[src/rtl/throttle_pkg.sv]
// Shared types and default constants for the throttle conditioner.
package throttle_pkg;

  localparam int          TICK_DIV_DEF  = 1024;
  localparam int          AVG_LOG2_DEF  = 2;
  localparam logic [11:0] DEADBAND_DEF  = 12'h080;
  localparam logic [11:0] SLEW_STEP_DEF = 12'h010;

  typedef logic [11:0] cmd_t;

  typedef enum logic [1:0] {
    IDLE = 2'd0,
    FILT = 2'd1,
    SLEW = 2'd2
  } state_t;

endpackage

[src/rtl/throttle_cond_mov_avg.sv]
// Power-of-two moving average: sample shift buffer with a running sum.
module mov_avg
  import throttle_pkg::*;
#(
  parameter int AVG_LOG2 = AVG_LOG2_DEF
) (
  input  logic clk,
  input  logic rst,
  input  logic i_clr,
  input  logic i_load,
  input  cmd_t i_din,
  output cmd_t o_avg
);

  localparam int DEPTH = 1 << AVG_LOG2;
  localparam int SW    = 12 + AVG_LOG2;

  cmd_t          r_buf [DEPTH];
  cmd_t          w_tap_in [DEPTH];
  logic [SW-1:0] r_sum;

  for (genvar gi = 0; gi < DEPTH; gi++) begin : g_tap
    if (gi == 0) begin : g_head
      assign w_tap_in[gi] = i_din;
    end else begin : g_body
      assign w_tap_in[gi] = r_buf[gi-1];
    end
  end

  always_ff @(posedge clk or posedge rst) begin
    if (rst) begin
      for (int i = 0; i < DEPTH; i++) r_buf[i] <= '0;
    end else if (i_clr) begin
      for (int i = 0; i < DEPTH; i++) r_buf[i] <= '0;
    end else if (i_load) begin
      for (int i = 0; i < DEPTH; i++) r_buf[i] <= w_tap_in[i];
    end
  end

  // The oldest sample is always contained in the sum, so this cannot underflow.
  always_ff @(posedge clk or posedge rst) begin
    if (rst) begin
      r_sum <= '0;
    end else if (i_clr) begin
      r_sum <= '0;
    end else if (i_load) begin
      r_sum <= r_sum + SW'(i_din) - SW'(r_buf[DEPTH-1]);
    end
  end

  assign o_avg = r_sum[SW-1 -: 12];

endmodule

[src/rtl/throttle_cond.sv]
// Throttle conditioner: tick sampling, moving average, deadband, slew-limited drive.
// Define THR_KICKDOWN_EN to drop drv_cmd straight to 0 whenever the target is 0.
module throttle_cond
  import throttle_pkg::*;
#(
  parameter int   TICK_DIV  = TICK_DIV_DEF,
  parameter int   AVG_LOG2  = AVG_LOG2_DEF,
  parameter cmd_t DEADBAND  = DEADBAND_DEF,
  parameter cmd_t SLEW_STEP = SLEW_STEP_DEF
) (
  input  logic        clk,
  input  logic        rst,
  input  logic [11:0] throttle,
  input  logic        en,
  output logic [11:0] drv_cmd,
  output logic        cmd_vld,
  output logic        at_target
);

  localparam int CW = (TICK_DIV > 1) ? $clog2(TICK_DIV) : 1;

  logic [CW-1:0] r_cnt;
  logic          w_cnt_last;
  logic          w_tick;

  state_t r_state;
  state_t w_state_next;
  logic   w_load;
  logic   w_do_filt;
  logic   w_do_slew;

  cmd_t        w_avg;
  cmd_t        w_filt_tgt;
  cmd_t        r_target;
  cmd_t        r_drv;
  logic        r_vld;
  logic        r_at;
  logic [12:0] w_up;
  logic [12:0] w_dn;
  cmd_t        w_slew;

  assign w_cnt_last = (r_cnt == CW'(TICK_DIV - 1));
  assign w_tick     = en && w_cnt_last;

  always_ff @(posedge clk or posedge rst) begin
    if (rst) begin
      r_cnt <= '0;
    end else if (!en || w_cnt_last) begin
      r_cnt <= '0;
    end else begin
      r_cnt <= r_cnt + 1'b1;
    end
  end

  always_ff @(posedge clk or posedge rst) begin
    if (rst) begin
      r_state <= IDLE;
    end else begin
      r_state <= w_state_next;
    end
  end

  always_comb begin
    w_state_next = r_state;
    w_load       = 1'b0;
    w_do_filt    = 1'b0;
    w_do_slew    = 1'b0;
    case (r_state)
      IDLE: begin
        if (w_tick) begin
          w_load       = 1'b1;
          w_state_next = FILT;
        end
      end
      FILT: begin
        w_do_filt    = 1'b1;
        w_state_next = SLEW;
      end
      SLEW: begin
        w_do_slew    = 1'b1;
        w_state_next = IDLE;
      end
      default: w_state_next = IDLE;
    endcase
    if (!en) begin
      w_load       = 1'b0;
      w_do_filt    = 1'b0;
      w_do_slew    = 1'b0;
      w_state_next = IDLE;
    end
  end

  mov_avg #(
    .AVG_LOG2(AVG_LOG2)
  ) u_mov_avg (
    .clk   (clk),
    .rst   (rst),
    .i_clr (!en),
    .i_load(w_load),
    .i_din (throttle),
    .o_avg (w_avg)
  );

  assign w_filt_tgt = (w_avg < DEADBAND) ? '0 : w_avg;

  // 13-bit step values expose carry-out above 0xFFF and borrow below 0x000.
  assign w_up = {1'b0, r_drv} + {1'b0, SLEW_STEP};
  assign w_dn = {1'b0, r_drv} - {1'b0, SLEW_STEP};

  always_comb begin
    w_slew = r_drv;
    if (r_target > r_drv) begin
      w_slew = (w_up > {1'b0, r_target}) ? r_target : w_up[11:0];
    end else if (r_target < r_drv) begin
      w_slew = (w_dn[12] || (w_dn[11:0] < r_target)) ? r_target : w_dn[11:0];
    end
`ifdef THR_KICKDOWN_EN
    if (r_target == '0) begin
      w_slew = '0;
    end
`endif
  end

  always_ff @(posedge clk or posedge rst) begin
    if (rst) begin
      r_drv    <= '0;
      r_target <= '0;
      r_vld    <= 1'b0;
      r_at     <= 1'b1;
    end else if (!en) begin
      r_drv    <= '0;
      r_target <= '0;
      r_vld    <= 1'b0;
      r_at     <= 1'b1;
    end else begin
      r_vld <= w_do_slew;
      if (w_do_filt) begin
        r_target <= w_filt_tgt;
        r_at     <= (r_drv == w_filt_tgt);
      end
      if (w_do_slew) begin
        r_drv <= w_slew;
        r_at  <= (w_slew == r_target);
      end
    end
  end

  assign drv_cmd   = r_drv;
  assign cmd_vld   = r_vld;
  assign at_target = r_at;

endmodule

[config.mk]
export PLATFORM = sky130hd
export DESIGN_NAME = throttle_cond
export DESIGN_NICKNAME = d
export VERILOG_FILES = /design/src/rtl/throttle_pkg.sv /design/src/rtl/throttle_cond_mov_avg.sv /design/src/rtl/throttle_cond.sv
export SDC_FILE = /design/constraint.sdc
export NUM_CORES = 1
export LEC_CHECK = 0
export ABC_AREA = 0
export CORE_UTILIZATION = 51
export DETAILED_ROUTE_END_ITERATION = 10
export PLACE_DENSITY = 0.79
export SLEW_MARGIN = 20
export SYNTH_ARGS = -nofsm -noshare
export SYNTH_HDL_FRONTEND = slang
export SYNTH_SLANG_ARGS = --single-unit
[constraint.sdc]
create_clock -name clk -period 7.9 [get_ports clk]
set_input_delay 1.58 -clock clk [delete_from_list [all_inputs] [get_ports clk]]
set_output_delay 1.58 -clock clk [all_outputs]
set_load 0.1 [all_outputs]
# [Word level (Yosys, flattened, before mapping)]
# Index checks and enable logic that the tools add are counted.
# W data, S select, Z words.
[totals] reg_bits=100 inputBits=15 out_inout_bits=14 word_cells=64
[classes] n_addsub=5 order_cmp=5 n_eq_ne=10 muxes=28 n_reduce_logical=5
[op_table] cell="$mux W12" n=9
[op_table] cell="$mux W48" n=2
[op_table] cell="$mux W14" n=2
[op_table] cell="$eq A12 B12 Y1" n=2
[op_table] cell="$lt A12 B12 Y1" n=2
[op_table] cell="$add A14 B12 Y14" n=1
[op_table] cell="$sub A14 B12 Y14" n=1
[op_table] cell="$add A12 B5 Y13 const B" n=1
[op_table] cell="$gt A13 B12 Y1" n=1
[op_table] cell="$sub A12 B5 Y13 const B" n=1
[op_table] cell="$gt A12 B12 Y1" n=1
[op_table] cell="$lt A12 B8 Y1 const B" n=1
[op_table] cell="$mux W1" n=11
[op_table] cell="$add A10 B1 Y10 const B" n=1
[op_table] cell="$eq A10 B10 Y1 const B" n=1
[op_table] cell="$mux W10" n=1
[op_table] cell="$ne A2 B1 Y1 const B" n=3
[op_table] cell="$mux W2" n=2
[op_table] cell="$pmux W2 S2" n=1
[op_table] cell="$ne A3 B1 Y1 const B" n=1
[op_table] cell="$ne A3 B3 Y1 const B" n=1
[op_table] cell="$eq A2 B1 Y1 const B" n=1
[op_table] cell="$eq A2 B2 Y1 const B" n=1
[op_table] cell="$logic_not A2 Y1" n=1
[op_table] cell="3 further kinds" n=4

# [Longest topological paths before layout]
# Gate-level depths: netlist of the first run.
[logic_depth] word_depth=9 mapped_depth=16 depth_no_buf=14

# [Cells and area by module]
# From an unflattened synthesis of the first run, not the netlist that was laid out.
[unflattened] hier_cells=768 hier_area_um2=7190.6
[by_module_without_submodules] module="mov_avg" instances=1 cells_each=363 area_each_um2=3644.7 seq_area_each_um2=1551.5
[by_module_without_submodules] module="throttle_cond" instances=1 cells_each=405 area_each_um2=3545.9 seq_area_each_um2=952.2

# [Worst setup path before layout of the first run]
# No wires, ideal clock.
[synth_timing] kind="reg-to-reg" from="register r_drv[4] (netlist: drv_cmd[4])" to="register r_drv[9] (netlist: drv_cmd[9])" setup_time_ns=0.067 arrival_ns=4.360 required_ns=7.833 setup_slack_ns=3.472 path_stages_with_launch=17 n_path_buf=2 period_less_slack_ns=4.428 cell_sequence="dfrtp_1 > buf_4 > inv_1 > ha_1 > nor3b_1 > nand2_1 > nand2_1 > nand2_1 > ha_1 > a211o_1 > a2111oi_0 > a211o_1 > or2_1 > buf_2 > o21ai_1 > a221oi_1 > o221a_1"
[synth_via] elab_chain_len=8 elab_cells_between_ends=13 classes_between="add/sub: 2; order compare: 4; mux: 6; reduce/logical: 1"
[synth_rtl] item="from (decl)" line="throttle_cond.sv:35" rtl="cmd_t r_drv;"
[synth_rtl] item="from (signal assigned)" line="throttle_cond.sv:142" rtl="r_drv <= w_slew;"
[synth_rtl] item="$sub A12 B5 Y13" line="throttle_cond.sv:108" rtl="assign w_dn = {1'b0, r_drv} - {1'b0, SLEW_STEP};"
[synth_rtl] item="$lt A12 B12 Y1" line="throttle_cond.sv:115" rtl="w_slew = (w_dn[12] || (w_dn[11:0] < r_target)) ? r_target : w_dn[11:0];"
[synth_rtl] item="$logic_or A1 B1 Y1" line="throttle_cond.sv:115"
[synth_rtl] item="$mux W12" line="throttle_cond.sv:115"
[synth_rtl] item="$mux W12" line="throttle_cond.sv:114" rtl="end else if (r_target < r_drv) begin"
[synth_rtl] item="$mux W12 *" line="throttle_cond.sv:112" rtl="if (r_target > r_drv) begin"
[synth_rtl] item="$mux W12 *" line="throttle_cond.sv:141" rtl="if (w_do_slew) begin"
[synth_rtl] item="$mux W12 *" line="throttle_cond.sv:130" rtl="end else if (!en) begin"
# Mark *: on every way between the ends. The rest lies on a longest branch, timed or not. The select of a mux whose other input is x is not followed.
# A chain may end at the register's enable or synchronous reset.

# [Worst setup path in the final report of the first run]
[layout_timing] from="register r_drv[4] (netlist: drv_cmd[4])" to="register r_drv[6] (netlist: drv_cmd[6])"
# Same word-level chain as after synthesis.

==> flow_summary.yaml, run 1 <==
flow_run:
  max_cap_viol_count: 0
synth:
  synth_edf_count: 0
  synth_simple_gate_area_frac: 0.1999
  syn_area_mm2: 0.006893
  synth_xor_area_frac: 0.06480
  synth_cell_types: 69
  synth_nets: 881
  synth_top_family_by_area: "simple AND/OR/NAND/NOR gates"
  avgSynthCellArea_um2: 8.563
  yosysWarnings: 0
  syn_inst: 805
  synth_ff_type: "dfrtp_1"
  synth_mux_area_frac: 0.01307
  synth-compound-area-share: 0.1641
  yosysSeqAreaShare: 0.3632
  synth-seq-cells: 100
  synthArstFlopShare: 1.000
  synth_fa_ha_area_frac: 0.1238
power:
  worst_ir_drop_vdd_uv: 108.5
  power.density_mw_per_mm2: 135.5
  power_leakage_nw: 3.468
global_routing:
  grt_first_pass_wirelength_um: 27020
  grtUsageTotal: 0.2400
  antenna_found_initial: 0
  gr-total-overflow: 0
  grt_pass1_vias: 5496
  grt_max_degree: 87
sta:
  setup_viol: 0
  period_needed_ps: 4849
  whs_ps: 466.4
  timing.final.ws_setup_ps: 3051
  worstMarginPinSlew_ps: 1010
  max_freq_ghz: 0.2062
  final_max_slew_viol_count: 0
  hold_viol_final: 0
  post-route-period-util: 0.6138
  rsz0062_at_grt: "no"
  slew_headroom: 0.3247
  worst_clock_skew_ps: 11.50
  tns_ps: 0
floorplan:
  core_mm2: 0.01319
  die_h_um: 118.3
  die_w_um: 118.3
  rows: 42
  initial_core_util: 0.5226
  io_pins: 29
  dieArea_mm2: 0.01398
critical_path:
  critical_path.startpoint_type: "register"
  cp_max_fo: 16
  worstReg2RegEnd: "drv_cmd[6]$_DFFE_PP0P_"
  reg2regPathDepth: 14
  ff2ff_setup_slack_ps: 3050
  rr_startpoint: "drv_cmd[4]$_DFFE_PP0P_"
  cp.required_ps: 8170
  critPathKind: "reg2reg"
  setup.worst_path.end_class: "register"
  cp-startpoint: "drv_cmd[4]$_DFFE_PP0P_"
  crit_arrival_ps: 5120
drt:
  drtPass1Iterations: 6
  ant_nets: 0
  drt_iter0_markers: 500
  drt-wirelength-per-cell_um: 16.00
  vias: 5746
  totalWireLength_um: 15840
  vias_per_cell: 5.804
  route.detailed.drc: 0
final_layout:
  final_cell_mix: "nand2_1 (120), dfrtp_1 (99), nand3_1 (81), inv_1 (77), ha_1 (49)"
  syn2layout_area_growth_pct: 9.149
  final_core_util: 0.5704
  fin_area_mm2: 0.007523
  fin_nets: 885
  drive_gt1_frac: 0.05037
  antenna_cells: 0
  layout_commonest_cell: "nand2_1"
worst_hold_path:
  hold_class: "reg2reg"
  hold_start: "u_mov_avg.r_buf[29]$_DFFE_PP0P_"
  hold_depth: 2
  min_to: "u_mov_avg.r_buf[17]$_DFFE_PP0P_"
cts:
  numCtsBuffers: 9
  clk_latency_ps: 350
  cts_resized: 0
  path_clk_slew_ps: 70
  cts.sinks: 100
  cts_tree: "built"
  holdBufCountCts: 0
  cts_max_path_buffers: 2
  post_cts.repair.setup_buffers: 0
  cts_root_buffer: "clkbuf_16"
  cts_htree_levels: 3
placed_design:
  io_buffers: 28
  finalWeightedCongestion: 0.9843
  dp_hpwl_um: 11360
  dpl_cell_area_mm2: 0.007238
  dp_worst_setup_slack_ps: 3161
status:
  outcome: "finished clean"
==> kinds of logic (layout without fill, tap and decap cells) <==
group / after synthesis / count (layout)
simple gates: 288 / 288
flops: 100 / 100
xor+xnor: 51 / 51
compound gates: 175 / 175
mux: 9 / 9
buf+inv: 121 / 130
fa+ha+maj: 61 / 61
==> worst max-delay path: stages (launching register included) <==
cell and delay [ps]:
dfrtp_1 570, inv_1 280, ha_1 330, nor3b_1 610
nand2_1 190, nand2_1 140, nand2_1 70, ha_1 290
a211o_1 270, a2111oi_0 370, a211o_1 500, or2_1 440
o21ai_0 160, a221o_1 370, a31oi_1 170
==> power breakdown <==
part / switching [mW] / leakage [nW] / internal [mW] / total (mW)
clock: 0.208 / 0.137 / 0.221 / 0.429
combinational: 0.0473 / 1.94 / 0.0295 / 0.0768
sequential: 0.00110 / 1.39 / 0.513 / 0.514
==> cell usage after synthesis, types with 2 or more instances <==
cell	count	area share
buf_1	9	0.0049
a2111oi_0	2	0.0025
o21ai_1	38	0.028
inv_1	79	0.043
ha_1	49	0.089
xor2_1	14	0.018
nand2_1	120	0.065
o31ai_1	3	0.0033
dfrtp_1	99	0.36
a211o_1	4	0.0051
a22o_1	8	0.010
or3_1	4	0.0036
buf_2	2	0.0015
inv_2	3	0.0016
nor2b_1	11	0.010
nor2_1	22	0.012
fa_1	12	0.035
a22oi_1	2	0.0022
and3_1	6	0.0054
o2111ai_1	2	0.0025
nor4_1	4	0.0036
o22ai_1	2	0.0018
and2_1	8	0.0073
o221a_1	4	0.0065
a221oi_1	4	0.0051
a31o_2	2	0.0025
a21o_1	7	0.0076
o21ai_0	33	0.024
a21oi_2	3	0.0038
a21oi_1	28	0.020
nor3_1	12	0.0087
buf_6	2	0.0033
xnor2_1	37	0.047
o211ai_1	6	0.0065
o21bai_1	2	0.0022
a31oi_1	8	0.0073
nand2b_1	3	0.0027
nand3_1	81	0.059
clkbuf_1	21	0.011
buf_4	5	0.0054
o32a_2	2	0.0033
nand4_1	5	0.0045
mux2i_1	9	0.013
a211oi_1	3	0.0033
==> state kept, by name (all words and copies together), names as in the netlist <==
| register | count |
|---|---|
| u_mov_avg.r_buf | 48 |
| u_mov_avg.r_sum | 14 |
| drv_cmd | 12 |
| r_target | 12 |
| r_cnt | 10 |
| r_state | 2 |
| at_target | 1 |
| cmd_vld | 1 |
==> worst max path at each step <==
stage                                     end  slack, ps  depth (start not counted)
2_1_floorplan          drv_cmd[9]$_DFFE_PP0P_       3470                         16
3_3_place_gp   u_mov_avg.r_sum[9]$_DFFE_PP0P_       3010                          8
3_5_place_dp          drv_cmd[11]$_DFFE_PP0P_       3160                         14
4_1_cts               drv_cmd[11]$_DFFE_PP0P_       3140                         14
5_1_grt                drv_cmd[6]$_DFFE_PP0P_       2670                         14
6_report               drv_cmd[6]$_DFFE_PP0P_       3050                         14
==> per-layer routing <==
| layer | vias to the layer above | wire, µm | GRT usage |
|---|---|---|---|
| met3 | 45 | 1006 | 0.03716 |
| met5 | - | 0 | 0 |
| met4 | 0 | 514 | 0.1106 |
| met1 | 2707 | 7217 | 0.3386 |
| li1 | 2775 | - | - |
| met2 | 219 | 7097 | 0.3629 |
==> stage by stage <==
step | std cells | total power, mW
after floorplan | 805 | 0.5805
after global placement | 974 | 0.6005
after detailed placement | 974 | 0.6019
after CTS | 990 | 1.030
after global routing | 990 | 1.062
final | 990 | 1.020
==> layout make-up <==
class                      count  area, µm²
inverter                      82      310.3
fill                        1170       5667
timing repair buffer          32      305.3
tap                          176      220.2
sequential                   100       2504
clock buffer                  10      229.0
clock inverter                 6      56.30
multi-input combinational    584       3899
Note: power is estimated with default switching activity, not from simulation.
==> inputs of run 2 (changes only) <==
- clock period: 7.9 -> 5.1 ns (I/O delays scaled with it)
==> run 2 against run 1 <==
Compared with the run above: first-iteration DRC count shrank 11%; core utilization grew 0.69 points; sequential cell count is the same; critical path depth is the same; clock skew shrank 5.0 ps; combinational power grew 56%; largest cell class unchanged; highest routed layer unchanged.
==> flow_summary.yaml, run 2 (synthesis gave the netlist of run 1 again) <==
status:
  outcome: "finished clean"
sta:
  final_max_slew_viol_count: 0
  slew_headroom: 0.3295
  post-route-period-util: 0.8513
  rsz0062_at_grt: "no"
  period_needed_ps: 4341
  hold_viol_final: 0
  tns_ps: 0
  worst_clock_skew_ps: 6.466
  max_freq_ghz: 0.2303
  setup_viol: 0
  worstMarginPinSlew_ps: 1003
floorplan:
  die_w_um: 118.3
  initial_core_util: 0.5226
  rows: 42
  core_mm2: 0.01319
  die_h_um: 118.3
  io_pins: 29
  dieArea_mm2: 0.01398
critical_path:
  cpMostUsedCell: "nand2_1"
  critPathKind: "reg2reg"
  cp.required_ps: 5370
  critPathSlowestCell: "nor3b_1"
  crit_arrival_ps: 4610
  critical_path.startpoint_type: "register"
  max_stage_delay_ps: 590
  cp_max_fo: 14
  rr_startpoint: "drv_cmd[5]$_DFFE_PP0P_"
  reg2regPathDepth: 14
  crit_path_cell_trace: "inv_1 > ha_1 > nor3b_1 > nand2_1 > nand2_1 > nand2_1 > ha_1 > a211o_1 > a2111oi_0 > a211o_1 > or2_1 > o21ai_0 > a221o_1 > a31oi_1"
  worstReg2RegEnd: "drv_cmd[6]$_DFFE_PP0P_"
  setup.worst_path.end_class: "register"
  ff2ff_setup_slack_ps: 760
cts:
  clk_latency_ps: 350
  cts_tree: "built"
  path_clk_slew_ps: 70
  numCtsBuffers: 9
  post_cts.repair.setup_buffers: 0
  cts_root_buffer: "clkbuf_16"
  holdBufCountCts: 0
  cts_max_path_buffers: 2
  cts_resized: 0
  cts_htree_levels: 3
  cts.sinks: 100
drt:
  totalWireLength_um: 16560
  drt_iter0_markers: 445
  route.detailed.drc: 0
  ant_nets: 0
  vias_per_cell: 5.745
  vias: 5722
  drt-wirelength-per-cell_um: 16.62
  drtPass1Iterations: 5
power:
  combPwrFrac: 0.072
  seqPwrFrac: 0.476
  clockPowerShare: 0.452
  worst_ir_drop_vdd_uv: 221.6
  power.density_mw_per_mm2: 219.6
  power.total_mw: 1.672
  intPower_mw: 1.278
  swShare: 0.2355
  switchingPower_uw: 393.7
  power_leakage_nw: 3.527
global_routing:
  grt_max_degree: 86
  gr-total-overflow: 0
  antenna_found_initial: 0
  grt_pass1_vias: 5401
  grt_first_pass_wirelength_um: 27660
  grtUsageTotal: 0.2521
final_layout:
  top_register: "u_mov_avg.r_buf"
  drive_gt1_frac: 0.05732
  multi_input_area_mm2: 0.003899
  final_cell_mix: "nand2_1 (120), dfrtp_1 (99), nand3_1 (81), inv_1 (78), ha_1 (49)"
  antenna_cells: 0
  top_regs: "u_mov_avg.r_buf (48), u_mov_avg.r_sum (14)"
  layout_commonest_cell: "nand2_1"
  largest_reg_flops: 48
  syn2layout_area_growth_pct: 10.47
  fin_nets: 891
  nFillCells: 1181
  seq_area_mm2: 0.002504
  final_core_util: 0.5773
placed_design:
  io_buffers: 28
  dp_hpwl_um: 11910
  finalWeightedCongestion: 0.9643
worst_hold_path:
  min_to: "u_mov_avg.r_buf[27]$_DFFE_PP0P_"
  hold_class: "reg2reg"
  hold_depth: 2
  hold_start: "u_mov_avg.r_buf[39]$_DFFE_PP0P_"
flow_run:
  max_cap_viol_count: 0
-- run 2: changes by cell type in the layout (fill, tap and decap cells not counted) --
cell        previous run  this run
clkinv_4               2         3
clkinvlp_4             1         0
clkbuf_1               1         0
inv_2                  4         3
buf_4                  4        10
inv_8                  2         1
bufinv_16              0         2
inv_1                 77        78
-- run 2: stage by stage --
step           std cells  instance area [µm²]  hold slack [ps]  setup slack [ps]
6_report             996                 7615            464.1             758.6
5_1_grt              996                 7615            479.9             307.1
4_1_cts              996                 7615            466.1             832.2
3_5_place_dp         980                 7283            447.4             817.3
3_3_place_gp         980                 7283            445.7              1012
2_1_floorplan        805                 6893            438.4             672.2
-- run 2: how the worst max path moves through the flow --
stage | startpoint | end | slack (ps) | cells past startpoint
detailed placement | drv_cmd[5]$_DFFE_PP0P_ | drv_cmd[6]$_DFFE_PP0P_ | 820 | 14
finish | drv_cmd[5]$_DFFE_PP0P_ | drv_cmd[6]$_DFFE_PP0P_ | 760 | 14
global placement | drv_cmd[5]$_DFFE_PP0P_ | drv_cmd[6]$_DFFE_PP0P_ | 1010 | 14
global route | drv_cmd[5]$_DFFE_PP0P_ | at_target$_DFFE_PP1P_ | 310 | 15
floorplan | drv_cmd[4]$_DFFE_PP0P_ | drv_cmd[9]$_DFFE_PP0P_ | 670 | 16
CTS | drv_cmd[5]$_DFFE_PP0P_ | drv_cmd[6]$_DFFE_PP0P_ | 830 | 14
-- run 2: critical path, delay by kind of cell, from the launching register on --
family / cells / cell delay (ps)
simple gates: 5 / 1410
compound gates: 6 / 1580
flops: 1 / 550
fa+ha+maj: 2 / 570
buf+inv: 1 / 150
-- run 2: per-layer routing --
layer | global-route usage | routed length, µm
met1 | 0.3492 | 7509
met2 | 0.3908 | 7754
met3 | 0.03475 | 767
met4 | 0.1186 | 525
met5 | 0 | 0
-- run 2: layout make-up --
type / instances / area share
multi-input combinational: 584 / 0.5120
sequential: 100 / 0.3288
timing repair buffer: 38 / 0.04601
inverter: 82 / 0.04075
clock buffer: 9 / 0.02958
tap: 176 / 0.02892
clock inverter: 7 / 0.01397
-- run 2: power groups by stage --
stage	sequential [mW]	combinational (mW)	clock (mW)
3_5_place_dp	0.812	0.122	0
4_1_cts	0.796	0.122	0.772
2_1_floorplan	0.811	0.0879	0
6_report	0.796	0.120	0.755
5_1_grt	0.796	0.138	0.804
3_3_place_gp	0.812	0.119	0
==> inputs of run 3 (changes only) <==
- CTS_CLUSTER_DIAMETER: not set -> 80
==> results of run 3 <==
No change in the layout: final DEF, timing and power equal those of run 2.
